File: src/rtl/aes_inv_keysched.sv
// AES-128 inverse-cipher round-key generator and store.
// Runs the forward key expansion one round per cycle while the controller is
// in its pre-expansion phase, keeps all NR+1 round keys, and serves them in
// reverse order on each AddRoundKey (ADD) state of the inverse cipher.
module aes_inv_keysched #(
    parameter int NR = 10
) (
    input  logic         clk,
    input  logic         res,
    input  logic [2:0]   cs,
    input  logic [7:0]   cot,
    input  logic [127:0] key_in,
    output logic [127:0] rkey,
    output logic         rkey_vld,
    output logic         kdone,
    output logic         err
);

    localparam logic [2:0] ST_STL = 3'b001;
    localparam logic [2:0] ST_ADD = 3'b010;
    localparam logic [2:0] ST_INV = 3'b110;

    localparam logic [7:0] NR_B   = 8'(NR);
    localparam logic [7:0] LAST_B = 8'(2 * NR);

    // Forward AES S-box, row-major: SBOX[8'hXY] is row X, column Y.
    localparam logic [0:255][7:0] SBOX = {
        128'h637c777bf26b6fc53001672bfed7ab76,
        128'hca82c97dfa5947f0add4a2af9ca472c0,
        128'hb7fd9326363ff7cc34a5e5f171d83115,
        128'h04c723c31896059a071280e2eb27b275,
        128'h09832c1a1b6e5aa0523bd6b329e32f84,
        128'h53d100ed20fcb15b6acbbe394a4c58cf,
        128'hd0efaafb434d338545f9027f503c9fa8,
        128'h51a3408f929d38f5bcb6da2110fff3d2,
        128'hcd0c13ec5f974417c4a77e3d645d1973,
        128'h60814fdc222a908846eeb814de5e0bdb,
        128'he0323a0a4906245cc2d3ac629195e479,
        128'he7c8376d8dd54ea96c56f4ea657aae08,
        128'hba78252e1ca6b4c6e8dd741f4bbd8b8a,
        128'h703eb5664803f60e613557b986c11d9e,
        128'he1f8981169d98e949b1e87e9ce5528df,
        128'h8ca1890dbfe6426841992d0fb054bb16
    };

    function automatic logic [7:0] sbox(input logic [7:0] b);
        return SBOX[b];
    endfunction

    function automatic logic [31:0] subword(input logic [31:0] w);
        return {sbox(w[31:24]), sbox(w[23:16]), sbox(w[15:8]), sbox(w[7:0])};
    endfunction

    // Round constant for expansion rounds 1..10; zero elsewhere.
    function automatic logic [7:0] rcon(input logic [7:0] r);
        logic [7:0] v;
        case (r)
            8'd1:    v = 8'h01;
            8'd2:    v = 8'h02;
            8'd3:    v = 8'h04;
            8'd4:    v = 8'h08;
            8'd5:    v = 8'h10;
            8'd6:    v = 8'h20;
            8'd7:    v = 8'h40;
            8'd8:    v = 8'h80;
            8'd9:    v = 8'h1b;
            8'd10:   v = 8'h36;
            default: v = 8'h00;
        endcase
        return v;
    endfunction

    logic [127:0] rk [0:NR];
    logic [127:0] wk;

    logic [31:0]  temp;
    logic [31:0]  n0, n1, n2, n3;
    logic [127:0] nxt;

    logic load, exp_ok, inv_bad, add, add_rng, add_bad;

    // Next round key from the working register and the current round number.
    always_comb begin
        temp = subword({wk[23:0], wk[31:24]}) ^ {rcon(cot), 24'h0};
        n0   = wk[127:96] ^ temp;
        n1   = wk[95:64]  ^ n0;
        n2   = wk[63:32]  ^ n1;
        n3   = wk[31:0]   ^ n2;
        nxt  = {n0, n1, n2, n3};
    end

    // Decode of the controller state/counter into the actions of this cycle.
    always_comb begin
        load    = (cs == ST_STL) && (cot == 8'd0);
        exp_ok  = (cs == ST_INV) && (cot >= 8'd1) && (cot <= NR_B);
        inv_bad = (cs == ST_INV) && !exp_ok;
        add     = (cs == ST_ADD);
        add_rng = (cot >= NR_B) && (cot <= LAST_B);
        add_bad = add && (!kdone || !add_rng);
    end

    // Key storage, expansion progress and sticky error flag.
    always_ff @(posedge clk) begin
        if (res) begin
            wk    <= '0;
            for (int i = 0; i <= NR; i++) rk[i] <= '0;
            kdone <= 1'b0;
            err   <= 1'b0;
        end else if (load) begin
            wk    <= key_in;
            rk[0] <= key_in;
            kdone <= 1'b0;
            err   <= 1'b0;
        end else if (exp_ok) begin
            wk <= nxt;
            for (int i = 1; i <= NR; i++) begin
                if (cot == 8'(i)) rk[i] <= nxt;
            end
            if (cot == NR_B) kdone <= 1'b1;
        end else if (inv_bad || add_bad) begin
            err <= 1'b1;
        end
    end

    // Reverse-order readout: ADD at cot=NR uses rk[NR], cot=2*NR uses rk[0].
    always_comb begin
        rkey     = '0;
        rkey_vld = 1'b0;
        if (add && add_rng) begin
            for (int i = 0; i <= NR; i++) begin
                if ((LAST_B - cot) == 8'(i)) rkey = rk[i];
            end
            rkey_vld = kdone;
        end
    end

endmodule

File: config.mk
export PLATFORM = sky130hd
export DESIGN_NAME = aes_inv_keysched
export DESIGN_NICKNAME = d
export VERILOG_FILES = /design/src/rtl/aes_inv_keysched.sv
export SDC_FILE = /design/constraint.sdc
export NUM_CORES = 2
export LEC_CHECK = 0
export CORE_UTILIZATION = 24
export CTS_BUF_LIST = sky130_fd_sc_hd__clkbuf_4 sky130_fd_sc_hd__clkbuf_8
export DETAILED_ROUTE_END_ITERATION = 12
export PLACE_DENSITY_LB_ADDON = 0.05
export RECOVER_POWER = 100
export SYNTH_ARGS = -nofsm -noshare
export SYNTH_HDL_FRONTEND = slang
export SYNTH_SLANG_ARGS = --single-unit
File: constraint.sdc
create_clock -name clk -period 9.2 [get_ports clk]
set_clock_uncertainty 0.1 [all_clocks]
set_input_delay 1.84 -clock clk [delete_from_list [all_inputs] [get_ports clk]]
set_output_delay 1.84 -clock clk [all_outputs]
set_load 0.01 [all_outputs]
Word-level counts from Yosys, hierarchy flattened
Memory sizes are Yosys's and may differ from the RTL's.
Index checks and enable logic that the tools add are counted.

storage, ports and cells
  memories = 6
  bits of input ports = 141
  word-level logic and storage cells = 171
  bits in read-only memories = 8320
  register bits = 130
  memory bits (writable) = 1408

memory list
  name              depth  width  read ports  clocked after Yosys merged registers in  wr ports  RTL line  RTL
  (name not given)  256    8      1           0                                        0         47        return SBOX[b];
  (name not given)  256    8      1           0                                        0         47
  (name not given)  256    8      1           0                                        0         47
  (name not given)  256    8      1           0                                        0         47
  rk                11     128    11          0                                        11        73        logic [127:0] rk [0:NR];
  (name not given)  16     8      1           0                                        0         57        case (r)

cells by class
  muxes and demuxes = 90
  reduce and logical (&&, ||, !) cells = 19
  eq/ne operators = 23
  order comparisons = 8
  add/subtract/negate cells = 1
  bitwise gates (word level) = 21

operator list
  cell                 count
  $mux 128             25
  $xor 32x32->32       5
  $mux 8               9
  $eq 8x3->1 const B   8
  $mux 1               56
  $eq 8x4->1 const B   6
  $ge 9x9->1 const B   4
  $not 8->9            4
  $eq 8x2->1 const B   4
  $eq 8x1->1 const B   2
  $logic_not 8->1      2
  $or 1x1->1           11
  $ge 8x1->1 const B   1
  $ge 8x4->1 const B   1
  $le 8x4->1 const B   1
  $le 8x5->1 const B   1
  $sub 5x8->8 const A  1
  $logic_and 1x1->1    7
  $logic_not 4->1      1
  $reduce_and 2->1     2
  $eq 3x1->1 const B   1
  $eq 3x2->1 const B   1
  $eq 3x3->1 const B   1
  $logic_not 1->1      3
  4 further kinds      5

Longest topological paths before layout
  word-level depth = 14
  mapped depth = 16

Least setup slack after synthesis
No wires, ideal clock.

  path kind = input to register
  start = input cot[6]
  end = register wk[4]
  setup slack = 1735 ps
  data arrival time = 7245 ps
  required time = 8980 ps
  stages = 10
  library setup time = 120 ps
  buffers on the path = 2
  cell sequence = or4_1 > clkbuf_1 > nor3_1 > nand4_1 > nand2b_1 > nor2_1 > clkbuf_1 > o31ai_1 > mux2i_1 > a211o_1

between the ends
  word-level cells in the longest chain between the ends = 4

RTL lines
  item                                RTL line  RTL
  start, declared                     11        input logic [7:0] cot,
  $ge 8x1->1                          95        exp_ok = (cs == ST_INV) && (cot >= 8'd1) && (cot <= NR_B);
  $logic_and 1x1->1 (2 in series)     95
  $reduce_bool 2->1 (no source line)  -
  end signal, assigned                110       wk <= key_in;
  end signal, assigned                115       wk <= nxt;
  end, declared                       74        logic [127:0] wk;

Parallel ways exist; a longest one is shown, timed or not.
A chain may end at the register's enable or synchronous reset.

Worst setup path in the final report
  start = input cot[0]
  end = output rkey[65]

between the ends
  word-level cells in the longest chain between the ends = 14

RTL lines
  item                     RTL line  RTL
  $sub 5x8->8              131       if ((LAST_B - cot) == 8'(i)) rkey = rk[i];
  $logic_not 8->1          131
  $mux 128 (11 in series)  131
  $mux 128 *               129       if (add && add_rng) begin
  end, declared            13        output logic [127:0] rkey,

Mark *: on every way between the ends. The rest lies on a longest branch, timed or not.

==> impl_metrics.py <==
metrics = {
    "synthesis": {
        "synth-warning-count": 0,
        "synth_cells": 8322,
        "synth_enable_flop_cells": 1408,
        "ys.flop_type": "edfxtp_1",
        "ys_seq_elements": 1538,
        "async_reset_ff_share_pct": 0,
        "netlist_area_um2": 83400,
        "synth.distinct_cells": 104,
        "syn_avg_cell_area_um2": 10.0,
        "syn_nets": 8529,
        "ys_seq_area_share_pct": 53.8,
    },
    "final_layout": {
        "nets": 8591,
        "fin_util_pct": 28.0,
        "final_common_cell": "nor2_1",
        "drive_above_1_share_pct": 10.9,
        "stdcell_count": 13204,
        "syn_to_final_growth_pct": 16.1,
        "final_cell_mix": "1609 x nor2_1, 1408 x edfxtp_1, 547 x o21ai_0",
    },
    "worst_setup_path": {
        "worstPathArrival_ns": 7.13,
        "path_class": "primary input to output pin",
        "required_ns": 7.26,
        "start_kind": "primary input",
        "cp_max_fo": 37,
        "crit_path_end_kind": "output pin",
    },
    "timing": {
        "final.setup.tns_ns": 0,
        "rsz0062_at_grt": "no",
        "fmax_ghz": 0.110,
        "final.min_clock_period_ns": 9.07,
        "worstMarginPinSlew_ns": 4.65,
        "setup_viol_count_final": 0,
        "max-slew-margin-rel_pct": -210,
        "finalHoldViolCount": 0,
        "slew_violations": 1909,
        "post-route-period-util_pct": 98.6,
    },
    "clock_network": {
        "cts_buffer_depth": 4,
        "htree_num_levels": 5,
        "clk_pin_slew_ns": 0.06,
        "cts_tree": "built",
        "root_buffer": "clkbuf_8",
        "cts_hold_buf": 0,
        "cts_made_buffers": 304,
        "clock_latency_ns": 0.98,
        "clock_sinks": 1538,
    },
    "routing": {
        "routed_wl_um": 454000,
        "vias": 72331,
        "drt_iter0_drc": 8700,
        "drt-vias-per-instance": 5.48,
        "antenna_left": 0,
        "routedWlPerCell_um": 34.4,
        "first_pass_iters": 8,
        "remaining_drc_errors": 0,
    },
    "grt": {
        "antenna_found_initial": 46,
        "grt_pass1_wl_um": 615000,
        "grt_usage_pct": 25.1,
        "grt_pass1_vias": 69021,
        "grt_max_degree": 111,
        "grt.overflow.total": 0,
    },
    "placement": {
        "placed_cells": 12652,
        "dp_hpwl_um": 305000,
        "io_buffers": 271,
        "place.gp.congestion": 0.898,
    },
    "pwr": {
        "vdd_drop_max_uv": 108,
        "power.total_w": 0.0184,
        "p_per_area_nw_per_um2": 190,
        "p_leak_nw": 33.3,
    },
    "floorplan": {
        "die_w_um": 591,
        "initial_core_util_pct": 24.1,
        "core_area_um2": 346000,
        "rows": 216,
        "die_area_um2": 350000,
        "ios": 272,
        "die_h_um": 591,
    },
    "job": {
        "drv_cap": 65,
    },
    "outcome": {
        "violations": "max-capacitance violations, max-slew violations",
        "status": "finished with violations",
    },
    "hold_path": {
        "hp-class": "flip-flop to flip-flop",
    },
}
cell type report:
class / instances / area (um2)
Fill cell: 36341 / 249000
Tap cell: 4578 / 5730
Inverter: 100 / 375
Clock buffer: 417 / 5080
Sequential cell: 1538 / 44900
Timing Repair Buffer: 622 / 5390
Antenna cell: 21 / 52.6
Clock inverter: 110 / 619
Multi-Input combinational cell: 5818 / 34700
where the power goes:
group | internal [W] | total [W] | switching, W
Sequential | 0.00793 | 0.00805 | 0.000121
Combinational | 0.000705 | 0.00337 | 0.00267
Clock | 0.00368 | 0.00693 | 0.00325
kinds of logic after synthesis:
| group | Yosys count | share of synthesized area [%] |
|---|---|---|
| mux | 103 | 1.98 |
| buf+inv | 966 | 4.72 |
| xor+xnor | 182 | 2.59 |
| fa+ha+maj | 66 | 0.990 |
| simple gates | 3204 | 17.3 |
| flops | 1538 | 53.8 |
| compound gates | 2263 | 18.6 |
layer usage:
layer  share of wire, %  wire [um]  vias to the layer above  track usage, %
li1                   -          -                    30993               -
met1                 49     220000                    37704            38.3
met2                 43     195000                     3193            37.7
met3                6.3      28600                      441            2.94
met4                2.1       9480                        0            5.07
met5                  0          0                        -               0
repair_timing:
action	in CTS	in global routing
resized for setup	1	2
buffers inserted	4	0
setup endpoints to repair	2	2
pin swaps	1	0
stage by stage:
stage | cell area [um2] | worst slack [ns] | hold WS [ns]
2_1_floorplan | 83400 | 1.74 | 0.346
3_3_place_gp | 92100 | -0.133 | 0.355
3_5_place_dp | 92100 | -0.126 | 0.363
4_1_cts | 97800 | 0.0609 | 0.376
5_1_grt | 96800 | 0.0139 | 0.395
6_report | 96800 | 0.125 | 0.370
synth_stat cells (66+ instances only):
master | number | area share (%)
o211ai_1 | 93 | 0.84
nor3_1 | 206 | 1.2
or2_2 | 70 | 0.53
nand2b_1 | 132 | 0.99
nor2_1 | 1618 | 7.3
xnor2_1 | 81 | 0.85
nor2b_1 | 88 | 0.66
o21ai_0 | 545 | 3.3
inv_1 | 86 | 0.39
nand3_1 | 103 | 0.62
o22ai_1 | 105 | 0.79
buf_2 | 143 | 0.86
a21oi_1 | 463 | 2.8
edfxtp_1 | 1408 | 51
nand2_1 | 522 | 2.3
a31oi_1 | 74 | 0.56
o221ai_1 | 69 | 0.72
and2_1 | 171 | 1.3
dfxtp_1 | 130 | 3.1
a221oi_1 | 113 | 1.2
ha_1 | 66 | 0.99
a221o_1 | 102 | 1.2
a22oi_1 | 123 | 1.1
clkbuf_1 | 656 | 3.0
nand4_1 | 70 | 0.53
sequential cells by signal (all words and copies together) (netlist names):
name and count:
rk 1408, wk 128, err 1, kdone 1
critical path: stages:
cell	delay [ns]
clkdlybuf4s50_1	0.61
inv_1	0.15
ha_1	0.22
buf_4	0.16
ha_1	0.38
nor2b_1	0.57
nand4_1	0.31
and2_1	0.38
buf_2	0.57
a21oi_1	0.33
nor2_1	0.06
nor4_1	0.39
a221o_1	0.46
clkdlybuf4s50_1	0.63
final timing paths:
path         slack [ns]   endpoint    from  depth (start not counted)
min                0.37        err     err                          2
min reg2reg        0.37        err     err                          2
max reg2reg        0.21  rk[7][26]  wk[17]                         16
max                0.13   rkey[65]  cot[0]                         14
No activity file was read; power rests on OpenSTA's default activity.
